**src/rtl/instr_loader_pkg.sv**
```systemverilog
// Shared constants and state encoding for the program loader and the
// instruction memory it feeds.
package instr_loader_pkg;

  localparam int IMEM_DEPTH = 16;
  localparam int IMEM_AW    = 4;
  localparam int INSTR_W    = 8;

  typedef enum logic [2:0] {
    LDR_IDLE,
    LDR_LOAD,
    LDR_CHECK,
    LDR_RUN,
    LDR_ERR
  } ldr_state_e;

endpackage

```
**src/rtl/ldr_byte_sum.sv**
```systemverilog
// Accumulating mod-2^DW byte adder used to checksum a loaded program.
// Built only when INSTR_LOADER_CHECKSUM_EN is defined.
`ifdef INSTR_LOADER_CHECKSUM_EN
module ldr_byte_sum #(
  parameter int DW = 8
) (
  input  logic          clk,
  input  logic          rst,
  input  logic          clr,
  input  logic          en,
  input  logic [DW-1:0] din,
  output logic [DW-1:0] sum
);

  // Running sum; clear has priority over accumulation.
  always_ff @(posedge clk or posedge rst) begin
    if (rst)      sum <= '0;
    else if (clr) sum <= '0;
    else if (en)  sum <= sum + din;
  end

endmodule
`endif

```
**src/rtl/instr_loader.sv**
```systemverilog
// Program loader: streams bytes into the instruction memory write port and
// holds the core in reset until a program is loaded or a run is requested.
// Optional checksum byte after the program: INSTR_LOADER_CHECKSUM_EN.
//
// state     | meaning
// LDR_IDLE  | core held, waiting for load_req or run_req
// LDR_LOAD  | accepting program bytes, writing them at count
// LDR_CHECK | accepting the checksum byte (checksum build only)
// LDR_RUN   | core released
// LDR_ERR   | checksum mismatch, core held until a new load
module instr_loader
  import instr_loader_pkg::*;
#(
  parameter int DEPTH = IMEM_DEPTH,
  parameter int AW    = IMEM_AW,
  parameter int DW    = INSTR_W
) (
  input  logic          clk,
  input  logic          rst,
  input  logic          load_req,
  input  logic          run_req,
  input  logic          byte_valid,
  input  logic [DW-1:0] byte_in,
  output logic          byte_ready,
  output logic          imem_we,
  output logic [AW-1:0] imem_addr,
  output logic [DW-1:0] imem_wdata,
  output logic          cpu_hold,
  output logic          load_done,
  output logic          load_err
);

  localparam logic [AW-1:0] LAST = AW'(DEPTH - 1);

  ldr_state_e    state, state_n;
  logic [AW-1:0] count, count_n, addr_n;
  logic [DW-1:0] wdata_n;
  logic          we_n, done_n, accept;

`ifdef INSTR_LOADER_CHECKSUM_EN
  logic [DW-1:0] sum;
  logic          sum_clr, sum_en;

  ldr_byte_sum #(.DW(DW)) u_sum (
    .clk (clk),
    .rst (rst),
    .clr (sum_clr),
    .en  (sum_en),
    .din (byte_in),
    .sum (sum)
  );

  assign load_err = (state == LDR_ERR);
`else
  assign load_err = 1'b0;
`endif

  assign byte_ready = (state == LDR_LOAD) || (state == LDR_CHECK);
  assign cpu_hold   = (state != LDR_RUN);
  assign accept     = byte_valid & byte_ready;

  // State, counter, registered memory write port and done flag.
  always_ff @(posedge clk or posedge rst) begin
    if (rst) begin
      state      <= LDR_IDLE;
      count      <= '0;
      imem_we    <= 1'b0;
      imem_addr  <= '0;
      imem_wdata <= '0;
      load_done  <= 1'b0;
    end else begin
      state      <= state_n;
      count      <= count_n;
      imem_we    <= we_n;
      imem_addr  <= addr_n;
      imem_wdata <= wdata_n;
      load_done  <= done_n;
    end
  end

  // Next state and write decode; a restart discards any byte offered alongside it.
  always_comb begin
    state_n = state;
    count_n = count;
    we_n    = 1'b0;
    addr_n  = imem_addr;
    wdata_n = imem_wdata;
    done_n  = load_done;
`ifdef INSTR_LOADER_CHECKSUM_EN
    sum_clr = 1'b0;
    sum_en  = 1'b0;
`endif
    if (load_req) begin
      state_n = LDR_LOAD;
      count_n = '0;
      done_n  = 1'b0;
`ifdef INSTR_LOADER_CHECKSUM_EN
      sum_clr = 1'b1;
`endif
    end else begin
      case (state)
        LDR_IDLE: begin
          if (run_req) state_n = LDR_RUN;
        end
        LDR_LOAD: begin
          if (accept) begin
            we_n    = 1'b1;
            addr_n  = count;
            wdata_n = byte_in;
            count_n = count + 1'b1;
`ifdef INSTR_LOADER_CHECKSUM_EN
            sum_en  = 1'b1;
            if (count == LAST) state_n = LDR_CHECK;
`else
            if (count == LAST) begin
              state_n = LDR_RUN;
              done_n  = 1'b1;
            end
`endif
          end
        end
        LDR_CHECK: begin
`ifdef INSTR_LOADER_CHECKSUM_EN
          if (accept) begin
            if (byte_in == sum) begin
              state_n = LDR_RUN;
              done_n  = 1'b1;
            end else begin
              state_n = LDR_ERR;
            end
          end
`else
          state_n = LDR_IDLE;
`endif
        end
        LDR_RUN, LDR_ERR: ;
        default: state_n = LDR_IDLE;
      endcase
    end
  end

endmodule

```
**config.mk**
```make
export PLATFORM = sky130hd
export DESIGN_NAME = instr_loader
export DESIGN_NICKNAME = d
export VERILOG_FILES = /design/src/rtl/instr_loader_pkg.sv /design/src/rtl/ldr_byte_sum.sv /design/src/rtl/instr_loader.sv
export SDC_FILE = /design/constraint.sdc
export NUM_CORES = 1
export LEC_CHECK = 0
export CAP_MARGIN = 10
export CORE_MARGIN = 1
export CORE_UTILIZATION = 45
export DETAILED_ROUTE_END_ITERATION = 8
export HOLD_SLACK_MARGIN = 0.08
export PLACE_DENSITY = 0.78
export RECOVER_POWER = 50
export SETUP_SLACK_MARGIN = 0.4
export SLEW_MARGIN = 5
export SYNTH_ARGS = -nofsm -noshare
export SYNTH_HDL_FRONTEND = slang
export SYNTH_HIERARCHICAL = 1
export SYNTH_SLANG_ARGS = --single-unit
```
**constraint.sdc**
```tcl
create_clock -name clk -period 2.1 [get_ports clk]
set_input_delay 0.315 -clock clk [delete_from_list [all_inputs] [get_ports clk]]
set_output_delay 0.315 -clock clk [all_outputs]
set_load 0.005 [all_outputs]
```
==> results of run 1 <==
## layout make-up
cell class	instances	area, um2
fill	149	591
sequential	20	500
multi-input combinational	42	407
timing repair buffer	35	335
inverter	7	36.3
tap	27	33.8
clock inverter	1	30.0
clock buffer	3	22.5
timing repair inverter	1	6.26
## worst max-delay path, cell delays in order (launching register included)
cell	delay (ps)
dfrtp_1	410
buf_6	120
inv_4	20
ha_1	400
nand3_4	120
nand2b_4	200
buf_6	140
mux2_4	280
## worst max path at each step
stage | to | slack [ps] | cells past startpoint
3_5_place_dp | imem_wdata[1] | 220 | 5
5_1_grt | imem_addr[1] | 180 | 7
2_1_floorplan | imem_addr[0] | 450 | 7
3_3_place_gp | imem_wdata[1] | 260 | 5
4_1_cts | byte_ready | 360 | 4
6_report | imem_addr[1] | 280 | 7
## power by group through the flow
stage          Combinational (uW)  Clock, uW  Sequential (uW)
2_1_floorplan                 404          0              596
3_3_place_gp                  680          0              600
3_5_place_dp                  707          0              601
4_1_cts                       766        318              591
5_1_grt                       851        336              608
6_report                      790        313              594
## what timing repair did
action / in CTS / in global routing
resized for setup: 7 / 9
endpoints found under the hold margin: 0 / 0
setup endpoints to repair: 12 / 14
setup buffers: 4 / 2
gates cloned: 1 / 0
pin swaps: 0 / 1
## stage by stage
| step | power, uW | cell area, um2 | hold slack, ps | worst slack (ps) | std cells |
|---|---|---|---|---|---|
| 5_1_grt | 1790 | 1370 | 530 | 179 | 136 |
| 6_report | 1700 | 1370 | 517 | 283 | 136 |
| 2_1_floorplan | 1000 | 958 | 279 | 452 | 71 |
| 3_3_place_gp | 1280 | 1250 | 489 | 263 | 125 |
| 4_1_cts | 1670 | 1350 | 444 | 361 | 134 |
| 3_5_place_dp | 1310 | 1250 | 497 | 218 | 125 |
## Yosys cell counts (all sizes together)
library cell | number | share of area
nand4 | 1 | 0.0066
mux2 | 12 | 0.18
and3 | 1 | 0.0066
or3 | 1 | 0.0066
buf | 2 | 0.029
nand3 | 2 | 0.016
or2 | 1 | 0.0066
dfrtp | 20 | 0.53
nand2b | 2 | 0.021
inv | 7 | 0.030
nor3 | 2 | 0.011
conb | 1 | 0.0040
mux2i | 1 | 0.011
a41oi | 1 | 0.0093
o21ai | 1 | 0.0053
a21oi | 3 | 0.016
xor2 | 2 | 0.019
ha | 4 | 0.053
nor2 | 4 | 0.016
a311oi | 2 | 0.019
o31ai | 1 | 0.0079
## registers in the layout, indices dropped and copies added, names as in the netlist
| name | count |
|---|---|
| count | 4 |
| state | 2 |
| imem_addr | 4 |
| load_done | 1 |
| imem_wdata | 8 |
| imem_we | 1 |
## per-layer routing
| metal | vias up | wire, um | global-route usage |
|---|---|---|---|
| met5 | - | 0 | 0 |
| met4 | 0 | 8 | 0.0500 |
| met3 | 3 | 62 | 0.0566 |
| li1 | 317 | - | - |
| met1 | 335 | 857 | 0.230 |
| met2 | 15 | 1100 | 0.330 |
## cells by family after synthesis
kind of cell | after synthesis
multiplexers | 13
other | 1
adder cells (fa/ha/maj) | 4
buffers and inverters | 9
AND/OR/NAND/NOR | 14
flip-flops | 20
XOR/XNOR | 2
AO/OA/AOI/OAI | 8
==> flow_summary.yaml, run 1 <==
run_status:
  status: "finished clean"
yosys:
  synth_nets: 88
  synth-xor-area-share: 0.0185
  synth_cells: 71
  synthAdderAreaFrac: 0.0529
  synth_cell_types: 26
  synth_top_family_by_area: "multiplexers"
  synth_area_um2: 946
  synth_seq_cells: 20
  yosys_warnings: 6
  synth_seq_area_share: 0.529
  muxShareOfSynthArea: 0.189
  synth-compound-area-share: 0.0569
  synth_simple_gate_area_frac: 0.0899
  avgSynthCellArea_um2: 13.3
finish:
  final_cell_mix: "clkdlybuf4s50_1 (23), dfrtp_1 (20), mux2_4 (11)"
  drive_gt1_frac: 0.294
  n_antenna_cell: 0
  area_delta_synth_final_pct: 45.0
  fin_nets: 127
  layout_commonest_cell: "clkdlybuf4s50_1"
  utilization: 0.699
min_path:
  hold_depth: 1
  holdCritPathClass: "reg2reg"
  min-delay-start: "imem_wdata[2]"
  hold_end: "imem_wdata[2]"
worst_setup_path:
  r2r_start: "state[0]"
  cp.required_ps: 2290
  reg2regPathDepth: 7
  r2r_setup_slack_ps: 280
  worst-endpoint-arrival_ps: 2010
  path_max_fanout: 6
  r2r_end: "imem_addr[1]"
  start_kind: "flop"
  timing.critical_path.from: "state[0]"
  end_kind: "flop"
  worstSetupPathType: "reg2reg"
timing:
  slew_violations: 0
  fin_worst_skew_ps: 15.4
  rsz0062_at_grt: "yes"
  timing.final.hold_violations: 0
  worst_pin_slew_ps: 728
  relSlewSlack: 0.514
  setup-tns-final_ps: 0
  min_period_over_period: 0.865
  finalCriticalPeriod_ps: 1820
  setup_viol: 0
  fmax_ghz: 0.550
grt:
  grt_use_total: 0.190
  antenna_found_initial: 0
  grt_pass1_vias: 622
  grt_pass1_wl_um: 2880
  grt_max_degree: 21
  grt_overflow_total: 0
route:
  routedWlPerCell_um: 14.9
  viasPerCell: 4.93
  drt-initial-drc-count: 1
  post-route-drc-count: 0
  first_pass_iters: 2
  ant_nets: 0
  vias: 670
  totalWireLength_um: 2030
clock_network:
  cts.path.max_buffers: 2
  clk_latency_ps: 310
  clk_pin_slew_ps: 120
  root_buffer: "clkbuf_4"
  ctsHoldBuffers: 0
  cts_made_buffers: 3
  cts_tree: "done"
  clock_sinks: 20
  htreeDepth: 1
die:
  num_rows: 16
  initial_utilization: 0.482
  die_h_um: 47.8
  die_area_mm2: 0.00229
  coreArea_mm2: 0.00196
  io_pins: 30
  dieWidth_um: 47.8
power_and_ir_drop:
  p_clk_frac: 0.184
  sw_frac_of_total: 0.292
  power_per_cell_area_mw_per_mm2: 1240
  p_comb_frac: 0.466
  seq_power_share: 0.350
  total_leakage_power_uw: 0.000651
  internal_power_uw: 1200
  ir_drop_v: 0.00100
  switchingPower_uw: 495
placed_design:
  gp_congestion: 0.752
  hpwl_um: 1370
  port_buffers: 28
run:
  max_cap_violations: 0
(Power assumes the default switching activity.)
==> run 2: changes to the inputs <==
--- a/config.mk
+++ b/config.mk
@@ -7,10 +7,10 @@
 export LEC_CHECK = 0
 export CAP_MARGIN = 10
 export CORE_MARGIN = 1
-export CORE_UTILIZATION = 45
+export CORE_UTILIZATION = 48
 export DETAILED_ROUTE_END_ITERATION = 8
 export HOLD_SLACK_MARGIN = 0.08
-export PLACE_DENSITY = 0.78
+export PLACE_DENSITY = 0.82
 export RECOVER_POWER = 50
 export SETUP_SLACK_MARGIN = 0.4
 export SLEW_MARGIN = 5
==> constraint.sdc (replaced) <==
create_clock -name clk -period 2.2 [get_ports clk]
set_input_delay 0.33 -clock clk [delete_from_list [all_inputs] [get_ports clk]]
set_output_delay 0.33 -clock clk [all_outputs]
set_load 0.005 [all_outputs]
==> run 2 against run 1 <==
Via count is 6.7% lower. Final area is 4.7% lower. Clock skew is 13 ps lower. Sequential power is 5.2% lower. Cell count is 4.4% lower. Critical path depth stayed put.
==> flow_summary.yaml, run 2 (synthesized netlist as in run 1, its figures left out) <==
clock_network:
  clk_pin_slew_ps: 100
  cts_tree: "done"
  clock_sinks: 20
  root_buffer: "clkbuf_4"
  clk_latency_ps: 290
  htreeDepth: 1
  cts_made_buffers: 3
  ctsHoldBuffers: 0
  cts.path.max_buffers: 2
worst_setup_path:
  start_kind: "flop"
  cp_slowest_cell: "dfrtp_1"
  crit_chain: "inv_2, ha_4, clkbuf_1, nand3_1, nand2b_4, clkinv_8, mux2_2"
  worst-endpoint-arrival_ps: 2100
  reg2regPathDepth: 7
  timing.critical_path.from: "state[0]"
  path_max_fanout: 11
  r2r_start: "state[0]"
  worstSetupPathType: "reg2reg"
  end_kind: "flop"
  cp.required_ps: 2390
  slowest_delay_ps: 410
die:
  die_h_um: 46.4
  die_area_mm2: 0.00215
  coreArea_mm2: 0.00178
  initial_utilization: 0.531
  num_rows: 15
  dieWidth_um: 46.4
  io_pins: 30
timing:
  slew_violations: 0
  fin_worst_skew_ps: 2.50
  rsz0062_at_grt: "no"
  worst_pin_slew_ps: 703
  fmax_ghz: 0.524
  setup_viol: 0
  setup-tns-final_ps: 0
  fin_hold_ws_ps: 507
  finalCriticalPeriod_ps: 1910
  min_period_over_period: 0.868
  timing.final.hold_violations: 0
  relSlewSlack: 0.531
power_and_ir_drop:
  power_per_cell_area_mw_per_mm2: 1090
  ir_drop_v: 0.000657
  total_leakage_power_uw: 0.000603
min_path:
  hold_depth: 2
  holdCritPathClass: "reg2reg"
  min-delay-start: "load_done"
grt:
  grt_pass1_wl_um: 2820
  grt_max_degree: 21
  antenna_found_initial: 0
  grt_overflow_total: 0
  grt_use_total: 0.192
  grt_pass1_vias: 631
finish:
  nFillCells: 115
  drive_gt1_frac: 0.257
  n_antenna_cell: 0
  final_cell_mix: "clkdlybuf4s50_1 (25), dfrtp_1 (20), mux2_4 (9)"
  reg_top3: "imem_wdata: 8 flops, count: 4 flops, imem_addr: 4 flops"
  area_delta_synth_final_pct: 38.1
  largest_reg_flops: 8
  largest-register: "imem_wdata"
  postLayoutCellArea_mm2: 0.00131
  fin_nets: 124
  layout_commonest_cell: "clkdlybuf4s50_1"
route:
  first_pass_iters: 4
  drt-initial-drc-count: 7
  ant_nets: 0
  post-route-drc-count: 0
  totalWireLength_um: 1700
  vias: 625
  routedWlPerCell_um: 13.1
  viasPerCell: 4.81
placed_design:
  place_area_mm2: 0.00123
  port_buffers: 28
  hpwl_um: 1250
  gp_congestion: 0.762
run_status:
  status: "finished clean"
run:
  max_cap_violations: 0
## run 2: changes by cell type in the layout (fill, tap and decap cells not counted), moves of 2 or more
cell             change
buf_6                -2
clkdlybuf4s50_1      +2
dlygate4sd2_1        +2
dlygate4sd3_1        -2
ha_1                 -2
inv_4                -2
mux2_2               +2
mux2_4               -2
## run 2: metrics by stage
step	cells	setup WS, ps	power, uW	utilization
floorplan	71	480	934	-
global placement	122	348	1200	0.690
detailed placement	122	328	1220	0.690
CTS	129	427	1440	0.728
global route	130	206	1520	0.733
finish	130	290	1420	0.733
## run 2: critical path: cells and delay by family, from the launching register on
kind,cells,cell delay [ps]
buf+inv,3,350
simple gates,2,450
flops,1,410
fa+ha+maj,1,260
mux,1,330
## run 2: metal layers
layer / wire, um / GRT usage / vias up
met2: 853 / 0.297 / 16
met5: 0 / 0 / -
li1: - / - / 310
met3: 113 / 0.0902 / 0
met1: 736 / 0.244 / 299
met4: 0 / 0.0412 / 0
## run 2: final cells by class
cell class              count  area [um2]  area share
clock buffers               3        22.5      0.0172
inverters                   7        38.8      0.0297
repair buffers             33         312       0.239
multi-input cells          42         402       0.307
well taps                  25        31.3      0.0239
flip-flops and latches     20         500       0.383
## run 2: worst paths after layout
check,slack [ps],to
worst min-delay path,510,load_done
worst min register to register,510,load_done
min in group asynchronous,580,imem_wdata[0]
worst max register to register,290,imem_wdata[1]
worst max-delay path,290,imem_wdata[1]
max in group asynchronous,1180,imem_wdata[4]
## run 2: what timing repair did
action,in CTS,in global routing
endpoints found under the setup margin,12,10
pin swaps,1,0
gates cloned,0,0
buffers inserted,4,1
gates resized for setup,7,3
## run 2: report_power, final
part | switching [uW] | internal [uW] | leakage (uW) | total (uW)
Clock | 98.2 | 63.8 | 0.0000138 | 162
Sequential | 76.6 | 486 | 0.000255 | 563
Combinational | 249 | 449 | 0.000335 | 698
Total | 424 | 999 | 0.000603 | 1420
==> run 3: changes to the inputs <==
--- a/config.mk
+++ b/config.mk
@@ -5,9 +5,10 @@
 export SDC_FILE = /design/constraint.sdc
 export NUM_CORES = 1
 export LEC_CHECK = 0
-export CAP_MARGIN = 10
+export CAP_MARGIN = 20
 export CORE_MARGIN = 1
 export CORE_UTILIZATION = 48
+export CTS_BUF_LIST = sky130_fd_sc_hd__clkbuf_16
 export DETAILED_ROUTE_END_ITERATION = 8
 export HOLD_SLACK_MARGIN = 0.08
 export PLACE_DENSITY = 0.82
==> run 3 against run 2 <==
Non-clock buffer count down 2. Final area increased by 2.2%. Highest routed layer is now met4. Count of clock-buffer cells in the layout unchanged. Cell count shrank 1.5%. First-iteration DRC count rose to 3.3 times the previous value. Power up 13%. Sequential power grew 1%. Clock power is 120% higher. Sequential share of layout area down 0.83 points. Combinational power is 2% lower. Fmax is 3.4% higher. Sequential cell count unchanged.
==> flow_summary.yaml, run 3 (synthesized netlist as in run 1, its figures left out) <==
run_status:
  status: "finished clean"
power_and_ir_drop:
  ir_drop_v: 0.000992
  sw_frac_of_total: 0.274
  switchingPower_uw: 441
  total_leakage_power_uw: 0.000625
  internal_power_uw: 1170
  p_clk_frac: 0.220
  power_per_cell_area_mw_per_mm2: 1200
  p_comb_frac: 0.427
  seq_power_share: 0.354
die:
  io_pins: 30
  die_h_um: 46.4
  num_rows: 15
  initial_utilization: 0.531
  coreArea_mm2: 0.00178
  die_area_mm2: 0.00215
  dieWidth_um: 46.4
route:
  post-route-drc-count: 0
  vias: 636
  viasPerCell: 4.97
  ant_nets: 0
  drt-initial-drc-count: 23
  first_pass_iters: 4
  routedWlPerCell_um: 14.1
  totalWireLength_um: 1800
min_path:
  min-delay-start: "load_done"
  holdCritPathClass: "reg2reg"
  hold_depth: 2
  hold_end: "load_done"
timing:
  finalCriticalPeriod_ps: 1850
  setup-tns-final_ps: 0
  worst_pin_slew_ps: 711
  rsz0062_at_grt: "no"
  slew_violations: 0
  timing.final.hold_violations: 0
  fmax_ghz: 0.541
  fin_worst_skew_ps: 2.93
  min_period_over_period: 0.840
  fin_hold_ws_ps: 491
  relSlewSlack: 0.525
  setup_viol: 0
worst_setup_path:
  r2r_setup_slack_ps: 350
  cp.required_ps: 2330
  start_kind: "flop"
  worstSetupPathType: "reg2reg"
  reg2regPathDepth: 6
  r2r_start: "state[0]"
  worst-endpoint-arrival_ps: 1980
  path_max_fanout: 11
  end_kind: "flop"
  r2r_end: "imem_wdata[1]"
clock_network:
  cts_made_buffers: 3
  cts.path.max_buffers: 2
  clk_pin_slew_ps: 50
  clock_sinks: 20
  clk_latency_ps: 250
  htreeDepth: 1
  ctsHoldBuffers: 0
  root_buffer: "clkbuf_16"
  cts_tree: "done"
grt:
  grt_pass1_vias: 652
  grt_overflow_total: 0
  grt_max_degree: 21
  antenna_found_initial: 0
  grt_use_total: 0.202
  grt_pass1_wl_um: 2910
finish:
  final_cells: 128
  area_delta_synth_final_pct: 41.1
  reg_top3: "imem_wdata: 8 flops, count: 4 flops, imem_addr: 4 flops"
  fin_nets: 122
  layout_commonest_cell: "clkdlybuf4s50_1"
  drive_gt1_frac: 0.233
  largest_reg_flops: 8
  final_cell_mix: "clkdlybuf4s50_1 (22), dfrtp_1 (20), mux2_4 (9)"
  n_antenna_cell: 0
  largest-register: "imem_wdata"
placed_design:
  gp_congestion: 0.762
  port_buffers: 28
  hpwl_um: 1250
  numPlacedInstances: 122
run:
  max_cap_violations: 0
[run 3: worst max path at each step]
| stage | slack (ps) | cells past startpoint | start | end |
|---|---|---|---|---|
| after floorplan | 480 | 7 | state[0] | imem_addr[0] |
| after global placement | 350 | 5 | byte_valid | imem_wdata[1] |
| after detailed placement | 330 | 5 | byte_valid | imem_wdata[1] |
| after CTS | 420 | 3 | state[0] | cpu_hold |
| after global routing | 230 | 6 | state[0] | imem_wdata[1] |
| final | 350 | 6 | state[0] | imem_wdata[1] |
[run 3: final cells by class]
class	instances	area [um2]
repair buffers	31	300
clock buffers	3	75.1
inverters	7	28.8
multi-input cells	42	399
fillers	116	448
flip-flops and latches	20	500
well taps	25	31.3
[run 3: metal layers]
metal / track usage / vias up / share of wire
met1: 0.235 / 314 / 0.42
met2: 0.347 / 14 / 0.53
met3: 0.0784 / 2 / 0.047
met4: 0.0412 / 0 / 0.0050
met5: 0 / - / 0
li1: - / 306 / -
[run 3: per-stage QoR]
stage          power [uW]  setup slack (ps)   util  instance area, um2
3_5_place_dp         1220               328  0.690                1230
5_1_grt              1700               234  0.749                1340
3_3_place_gp         1200               348  0.690                1230
4_1_cts              1640               424  0.752                1340
6_report             1610               353  0.749                1340
2_1_floorplan         934               480      -                 946
[run 3: critical path, cell delays in order, from the launching register on]
cell      delay, ps
dfrtp_1         390
clkbuf_1        170
ha_1            250
nand3_1         190
nand2b_4        220
inv_4           160
mux2_2          350
[run 3: what timing repair did]
item / in CTS / in global routing
pin swaps: 1 / 0
cloned: 0 / 0
endpoints found under the setup margin: 12 / 10
gates resized for setup: 5 / 2
buffers inserted: 3 / 0
[run 3: power groups by stage]
stage	Sequential (uW)	Combinational (uW)	Clock, uW
floorplan	569	365	0
global route	583	738	382
detailed placement	575	645	0
CTS	571	706	363
global placement	573	626	0
finish	569	686	353
